$ cat src/rtl/fifo_wr_arbiter.sv
// rtl/fifo_wr_arbiter.sv - round-robin arbiter sharing the FIFO write port among NREQ producers
module fifo_wr_arbiter #(
    parameter int NREQ         = 4,
    parameter int OWB          = 2,
    parameter int DW           = 8,
    parameter int MAX_BURST    = 16,
    parameter int FLUSH_CYCLES = 2
) (
    input  logic                 clk_in,
    input  logic                 rst,
    input  logic [NREQ-1:0]      req,
    input  logic [NREQ*DW-1:0]   wdata_in,
    input  logic [NREQ-1:0]      last,
    input  logic                 flush_in,
    input  logic                 full,
    output logic [NREQ-1:0]      gnt,
    output logic                 insert,
    output logic [DW-1:0]        wdata,
    output logic                 flush,
    output logic [OWB-1:0]       owner,
    output logic                 busy
);

    typedef enum logic [1:0] {
        S_IDLE  = 2'd0,
        S_BURST = 2'd1,
        S_FLUSH = 2'd2
    } state_t;

    localparam logic [OWB-1:0] PTR_RST    = OWB'(NREQ - 1);
    localparam logic [3:0]     FLUSH_LOAD = 4'(FLUSH_CYCLES - 1);
    localparam logic [8:0]     BURST_LIM  = 9'(MAX_BURST);

    state_t         state_q, state_d;
    logic [OWB-1:0] owner_q, owner_d;
    logic [OWB-1:0] ptr_q, ptr_d;
    logic [7:0]     bcnt_q, bcnt_d;
    logic [3:0]     fcnt_q, fcnt_d;
    logic           flush_q, busy_q;

    logic [OWB-1:0] pick;
    logic [OWB-1:0] scan_idx;
    logic           pick_vld;
    logic           accept;
    logic [8:0]     bcnt_inc;

    // First requester strictly after the last owner, wrapping at NREQ.
    always_comb begin
        pick     = '0;
        pick_vld = 1'b0;
        scan_idx = '0;
        for (int k = 1; k <= NREQ; k++) begin
            scan_idx = OWB'((int'(ptr_q) + k) % NREQ);
            if (!pick_vld && req[scan_idx]) begin
                pick     = scan_idx;
                pick_vld = 1'b1;
            end
        end
    end

    // Zero-latency acceptance: a word moves in the same cycle gnt is high.
    assign accept   = (state_q == S_BURST) && !flush_in && req[owner_q] && !full;
    assign bcnt_inc = {1'b0, bcnt_q} + 9'd1;

    always_comb begin
        for (int i = 0; i < NREQ; i++) begin
            gnt[i] = accept && (owner_q == OWB'(i));
        end
    end

    assign insert = accept;
    assign wdata  = accept ? wdata_in[owner_q*DW +: DW] : '0;
    assign flush  = flush_q;
    assign owner  = owner_q;
    assign busy   = busy_q;

    always_comb begin
        state_d = state_q;
        owner_d = owner_q;
        ptr_d   = ptr_q;
        bcnt_d  = bcnt_q;
        fcnt_d  = fcnt_q;
        if (flush_in) begin
            state_d = S_FLUSH;
            bcnt_d  = '0;
            if (state_q != S_FLUSH) begin
                fcnt_d = FLUSH_LOAD;
            end else begin
                ptr_d = PTR_RST;
                if (fcnt_q != 4'd0) begin
                    fcnt_d = fcnt_q - 4'd1;
                end
            end
        end else begin
            case (state_q)
                S_IDLE: begin
                    if (pick_vld && !full) begin
                        owner_d = pick;
                        bcnt_d  = '0;
                        state_d = S_BURST;
                    end
                end
                S_BURST: begin
                    if (!req[owner_q]) begin
                        ptr_d   = owner_q;
                        state_d = S_IDLE;
                    end else if (accept) begin
                        bcnt_d = bcnt_inc[7:0];
                        if (last[owner_q] || (bcnt_inc == BURST_LIM)) begin
                            ptr_d   = owner_q;
                            state_d = S_IDLE;
                        end
                    end
                end
                S_FLUSH: begin
                    ptr_d  = PTR_RST;
                    bcnt_d = '0;
                    if (fcnt_q == 4'd0) begin
                        state_d = S_IDLE;
                    end else begin
                        fcnt_d = fcnt_q - 4'd1;
                    end
                end
                default: begin
                    state_d = S_IDLE;
                end
            endcase
        end
    end

    always_ff @(posedge clk_in or negedge rst) begin
        if (!rst) begin
            state_q <= S_IDLE;
            owner_q <= '0;
            ptr_q   <= PTR_RST;
            bcnt_q  <= '0;
            fcnt_q  <= '0;
            flush_q <= 1'b0;
            busy_q  <= 1'b0;
        end else begin
            state_q <= state_d;
            owner_q <= owner_d;
            ptr_q   <= ptr_d;
            bcnt_q  <= bcnt_d;
            fcnt_q  <= fcnt_d;
            flush_q <= (state_d == S_FLUSH);
            busy_q  <= (state_d != S_IDLE);
        end
    end

endmodule

$ cat config.mk
export PLATFORM = sky130hd
export DESIGN_NAME = fifo_wr_arbiter
export DESIGN_NICKNAME = d
export VERILOG_FILES = /design/src/rtl/fifo_wr_arbiter.sv
export SDC_FILE = /design/constraint.sdc
export NUM_CORES = 1
export LEC_CHECK = 0
export ABC_AREA = 1
export CAP_MARGIN = 20
export CORE_ASPECT_RATIO = 0.75
export CORE_UTILIZATION = 45
export DETAILED_ROUTE_END_ITERATION = 16
export HOLD_SLACK_MARGIN = 0.06
export PLACE_DENSITY = 0.82
export SLEW_MARGIN = 20
export SYNTH_ARGS = -nofsm -noshare
export SYNTH_HDL_FRONTEND = slang
export SYNTH_SLANG_ARGS = --single-unit
export TNS_END_PERCENT = 5
$ cat constraint.sdc
create_clock -name clk_in -period 2.3 [get_ports clk_in]
set_clock_uncertainty 0.2 [all_clocks]
set_input_delay 0.23 -clock clk_in [delete_from_list [all_inputs] [get_ports clk_in]]
set_output_delay 0.23 -clock clk_in [all_outputs]
set_load 0.05 [all_outputs]
==> results of run 1 <==
## worst max-delay path by stage
stage | endpoint | slack (ps) | cells past startpoint
after CTS | wdata[7] | -10 | 8
after global placement | gnt[1] | 60 | 8
after global routing | wdata[1] | -70 | 7
after detailed placement | gnt[1] | 30 | 8
final | wdata[1] | 30 | 7
after floorplan | gnt[1] | -100 | 9
## layer usage
| layer | track usage [%] | routed length, um | up-vias |
|---|---|---|---|
| met5 | 0 | 0 | - |
| met4 | 2.288 | 27 | 0 |
| met3 | 4.604 | 198 | 2 |
| met2 | 48.27 | 2651 | 51 |
| met1 | 35.83 | 2391 | 907 |
| li1 | - | - | 942 |
## cells by family after synthesis
group | Yosys count | synth area share [%]
xor gates and xnor gates | 5 | 2.652
buffers and inverters | 30 | 9.318
and+or+nand+nor | 141 | 41.21
adders and majority gates | 2 | 1.515
AOI/OAI and AO/OA | 37 | 14.85
DFF | 20 | 30.45
## synth_stat cells
cell type	instances	area, um2
a21oi_1	2	10.01
a21oi_2	1	8.760
a22oi_1	9	67.56
a31oi_1	9	56.30
and3_1	1	6.260
buf_4	1	7.510
buf_6	3	33.78
clkbuf_8	1	13.76
clkinv_1	1	3.750
dfrtp_1	18	450.4
dfstp_2	2	52.55
ha_1	2	25.02
inv_1	20	75.07
inv_2	2	7.510
inv_4	2	12.51
nand2_1	86	322.8
nand2_2	4	25.02
nand2_4	3	33.78
nand3_1	15	75.07
nand3_2	1	10.01
nand3_4	1	17.52
nand3b_1	1	7.510
nand4_1	4	25.02
nor2_1	12	45.04
nor2_2	2	12.51
nor2_4	5	56.30
nor3_1	3	15.01
nor3_4	1	16.27
o2111ai_2	1	15.01
o21a_1	1	7.510
o21ai_0	8	40.04
o21ai_1	2	10.01
o21ai_2	2	17.52
o22ai_1	2	12.51
or2_1	2	12.51
xnor2_1	2	17.52
xor2_1	3	26.28
## layout make-up
class                      instances  area (um2)  share of cell area, %
multi-input combinational        186        1195                  42.39
timing repair buffer              82       908.4                  32.22
tap                               50       62.56                  2.219
clock buffer                       4       45.04                  1.598
inverter                          25       102.6                  3.640
sequential                        20       505.5                  17.93
## sequential cells by signal, indices dropped and copies added (netlist names)
name,count
state_q,2
flush,1
fcnt_q,4
busy,1
ptr_q,2
owner,2
bcnt_q,8
## per-stage QoR
stage / util (%) / setup TNS [ps] / setup WS [ps]
after floorplan: - / -183.5 / -97.57
after global placement: 77.41 / 0 / 64.63
after detailed placement: 77.41 / 0 / 30.62
after CTS: 81.31 / -67.19 / -13.45
after global routing: 82.89 / -616.5 / -65.33
final: 82.89 / 0 / 26.81
## power groups by stage
stage | Combinational, uW | Sequential (uW) | Clock (uW)
6_report | 1620 | 585 | 238
5_1_grt | 1760 | 601 | 254
4_1_cts | 1510 | 590 | 237
3_5_place_dp | 1420 | 597 | 0
3_3_place_gp | 1390 | 590 | 0
2_1_floorplan | 1030 | 611 | 0
## critical path: stages, from the launching register on
cell and delay (ps):
dfrtp_2 510, nor2_4 70, nand2_1 100, o2111ai_4 150, nor2_4 230, nand2_8 150, a31oi_4 210, buf_12 160
## layout by cell type, fill, tap and decap left out, types with 2 or more instances in the layout
cell type	n
dfrtp_2	2
buf_12	14
inv_4	2
a22oi_1	9
buf_4	21
xor2_1	3
clkbuf_8	3
a21oi_1	2
a31oi_4	8
clkdlybuf4s50_1	47
o22ai_1	2
nor3_4	4
ha_1	2
nand2_1	85
inv_2	3
nand2_2	4
dfrtp_1	16
inv_1	19
o21ai_0	8
nor2_4	6
or2_1	2
nor2_1	11
nor2_2	2
o21ai_1	2
nand2_4	4
nand3_1	15
nand4_1	4
xnor2_1	2
dfstp_2	2
o21ai_2	2
## repair_timing
| item | CTS | global route |
|---|---|---|
| setup endpoints to repair | 12 | 12 |
| pin swaps | 5 | 2 |
| gates cloned | 1 | 0 |
| resized for setup | 4 | 2 |
| setup buffers | 7 | 5 |
==> flow_summary.toml, run 1 <==
[critical_path]
worstRegToRegCells = 11
reg2reg_from = "owner[0]"
arrival_ps = 1840
startpoint_type = "flop"
crit_path_end_kind = "output port"
crit_path_start = "owner[0]"
reg2reg_to = "bcnt_q[6]"
path_class = "flop to output port"
worst_ep_required_time_ps = 1870
r2r_slack_ps = 190
cp_max_fo = 8

[die]
core_area_um2 = 3401
rows = 18
ios = 61
die_h_um = 54.47
start_util_pct = 48.57
die_x_um = 71.96
die-area_um2 = 3919

[place]
port_buffers = 60
hpwlAfterDp_um = 3821
dp_cells = 350
dpl_cell_area_um2 = 2633
place.gp.congestion = 0.7671

[power]
power.share.sequential_pct = 23.9
power_density_nw_per_um2 = 868.2
p_sw_uw = 1211
pwr-share-comb_pct = 66.4
power_uw = 2448
p_sw_share_pct = 49.47
power.internal_uw = 1237
pwr-share-clk_pct = 9.7
vdd_drop_max_v = 0.0008829
p_leak_uw = 0.001172

[detailed_routing]
ant_nets = 0
first_iter_violations = 92
wl_um = 5269
wl_per_cell_um = 14.36
viasPerCell = 5.183
remaining_drc_errors = 0
drt_pass1_iterations = 4
num_vias = 1902

[synth]
syn_area_um2 = 1652
synth_cells = 235
seq_area_frac_synth_pct = 30.45
synth_cell_types = 37
ys_ff_latch = 20
syn_area_per_cell_um2 = 7.028
ys_warn_count = 0
syn_nets = 281

[clock_network]
clkTransAtPathRegs_ps = 80
htreeDepth = 1
cts.sinks = 20
cts_tree = "done"
cts_max_path_buffers = 2
postCtsHoldBufs = 0
clockRootBuffer = "clkbuf_8"
clock_latency_ps = 260
numCtsBuffers = 3

[timing]
rsz0062_at_grt = "true"
holdWs_ps = 105.5
relSlewSlack_pct = 66.49
fin_crit_ps = 2273
fmax_ghz = 0.4399
finalHoldViolations = 0
slew_viol_final = 0
tightestPinTransition_ps = 501.1
setup_violations = 0
post-route-period-util_pct = 98.83

[grt]
grtUsageTotal_pct = 26.86
grt_pass1_wl_um = 7900
grt_pass1_vias = 1680
grt_max_degree = 21
grt.overflow.total = 0
antenna_found_initial = 0

[job]
drv_cap = 0

[finish]
syn_to_final_growth_pct = 70.68
finalInstanceArea_um2 = 2819
stdcell_count = 367
fill_cells = 207
diodes = 0
nNetsFinal = 364
post_route_cells_drive_above_1_share_pct = 26.18

[worst_hold_path]
hold_path.class = "primary input to asynchronous set/reset pin"

[run_status]
status = "completed"
Note: power is estimated with default switching activity, not from simulation.
==> inputs of run 2 (changes only) <==
CELL_PAD_IN_SITES_DETAIL_PLACEMENT = 0   (was default)
CELL_PAD_IN_SITES_GLOBAL_PLACEMENT = 2   (was default)
CORE_MARGIN = 4   (was default)
CORE_UTILIZATION = 23   (was 45)
PLACE_DENSITY = 0.8   (was 0.82)
REMOVE_ABC_BUFFERS = 1   (was default)
==> run 2 against run 1 <==
  * Critical path depth grew 1
  * Highest routed layer unchanged
  * Flip-flop and latch count unchanged
  * Largest cell class unchanged
  * Clock power increased by 15%
==> flow_summary.toml, run 2 (synthesis results as in run 1) <==
[run_status]
status = "completed"

[timing]
rsz0062_at_grt = "true"
holdWs_ps = 110.6
setup_ws_ps = 72.13
relSlewSlack_pct = 66.53
post-route-period-util_pct = 96.86
fmax_ghz = 0.4489
setup_violations = 0
tightestPinTransition_ps = 500.5
slew_viol_final = 0
fin_crit_ps = 2228
finalHoldViolations = 0

[place]
pre_cts_ws_ps = 13.88
place.gp.congestion = 0.7864
hpwlAfterDp_um = 3985
port_buffers = 60
dpl_cell_area_um2 = 2555

[finish]
diodes = 0
regMostFlops = "bcnt_q"
final_common_cell = "nand2_1"
finalInstanceArea_um2 = 2730
nNetsFinal = 357
largest_reg_flops = 8
post_route_cells_drive_above_1_share_pct = 24.19
fill_cells = 709
reg.largest.list = "bcnt_q (8), fcnt_q (4)"
layout_common_cells = "nand2_1, clkdlybuf4s50_1, inv_1"
syn_to_final_growth_pct = 65.30
multi_input_area_um2 = 1096
register_area_um2 = 506.7

[detailed_routing]
first_iter_violations = 47
ant_nets = 0
num_vias = 1752
wl_per_cell_um = 12.24
drt_pass1_iterations = 4
wl_um = 4992
remaining_drc_errors = 0
viasPerCell = 4.294

[critical_path]
path_delay_family = "flip-flops"
cp_max_fo = 13
crit_buf_inv = 2
startpoint_type = "flop"
cp_common_cell = "nor2_4"
cpPeakStageDelay_ps = 490
path_class = "flop to output port"
crit_path_end_kind = "output port"
r2r_slack_ps = 290
slowest_stage = "dfrtp_2"
arrival_ps = 1800
crit_chain = "inv_4 > nor2_4 > nand2_4 > o2111ai_4 > nor2_4 > nand2_8 > a31oi_2 > buf_12"
worst_ep_required_time_ps = 1870

[clock_network]
clockRootBuffer = "clkbuf_8"
cts.sinks = 20
cts_tree = "done"
clock_latency_ps = 260
postCtsHoldBufs = 0
htreeDepth = 1
cts_max_path_buffers = 2
numCtsBuffers = 3
clkTransAtPathRegs_ps = 80

[grt]
grt.overflow.total = 0
grt_max_degree = 21
grt_pass1_vias = 1662
grtUsageTotal_pct = 12.06
grt_pass1_wl_um = 8349
antenna_found_initial = 0

[power]
power_density_nw_per_um2 = 821.8
vdd_drop_max_v = 0.0004199
p_leak_uw = 0.001133
power_uw = 2244

[worst_hold_path]
hold_path.class = "primary input to asynchronous set/reset pin"

[die]
die-area_um2 = 8615
start_util_pct = 23.95
ios = 61
core_area_um2 = 6897
die_x_um = 105.9
die_h_um = 81.39
rows = 26

[job]
drv_cap = 0
run 2: what timing repair did:
item | CTS | global route
setup endpoints to repair | 12 | 12
resized for setup | 16 | 3
buffers inserted | 1 | 1
run 2: cell type report:
type,instances,area share [%]
inverter,25,3.621
sequential,20,18.56
multi-input combinational,185,40.15
timing repair buffer,76,31.16
clock buffer,4,2.016
tap,98,4.491
run 2: power by group:
part           switching (uW)  internal (uW)  leakage, uW  total, uW
clock                     121            152    0.0000288        274
combinational             836            554     0.000861       1390
sequential                123            458     0.000243        580
total                    1080           1160      0.00113       2240
run 2: path summary, 6_finish.rpt:
check	from	endpoint	depth (start not counted)
min in group clk_in	bcnt_q[7]	bcnt_q[7]	2
hold reg to reg	bcnt_q[7]	bcnt_q[7]	2
setup / recovery	owner[1]	wdata[6]	8
hold / removal	rst	bcnt_q[6]	2
setup reg to reg	ptr_q[0]	bcnt_q[6]	9
max in group asynchronous	rst	ptr_q[1]	2
run 2: layer usage:
layer	vias up	part of all wire [%]	track usage, %
met2	33	47	19.53
met5	-	0	0
met1	795	47	16.75
met3	2	5.3	3.257
met4	0	0.22	1.164
li1	922	-	-
run 2: per-stage QoR:
step                TNS (ps)  utilization [%]  cells
floorplan              -6977                -    230
global placement           0            37.05    402
detailed placement         0            37.05    402
CTS                   -1.943            39.26    407
global route          -129.3            39.59    408
finish                     0            39.59    408
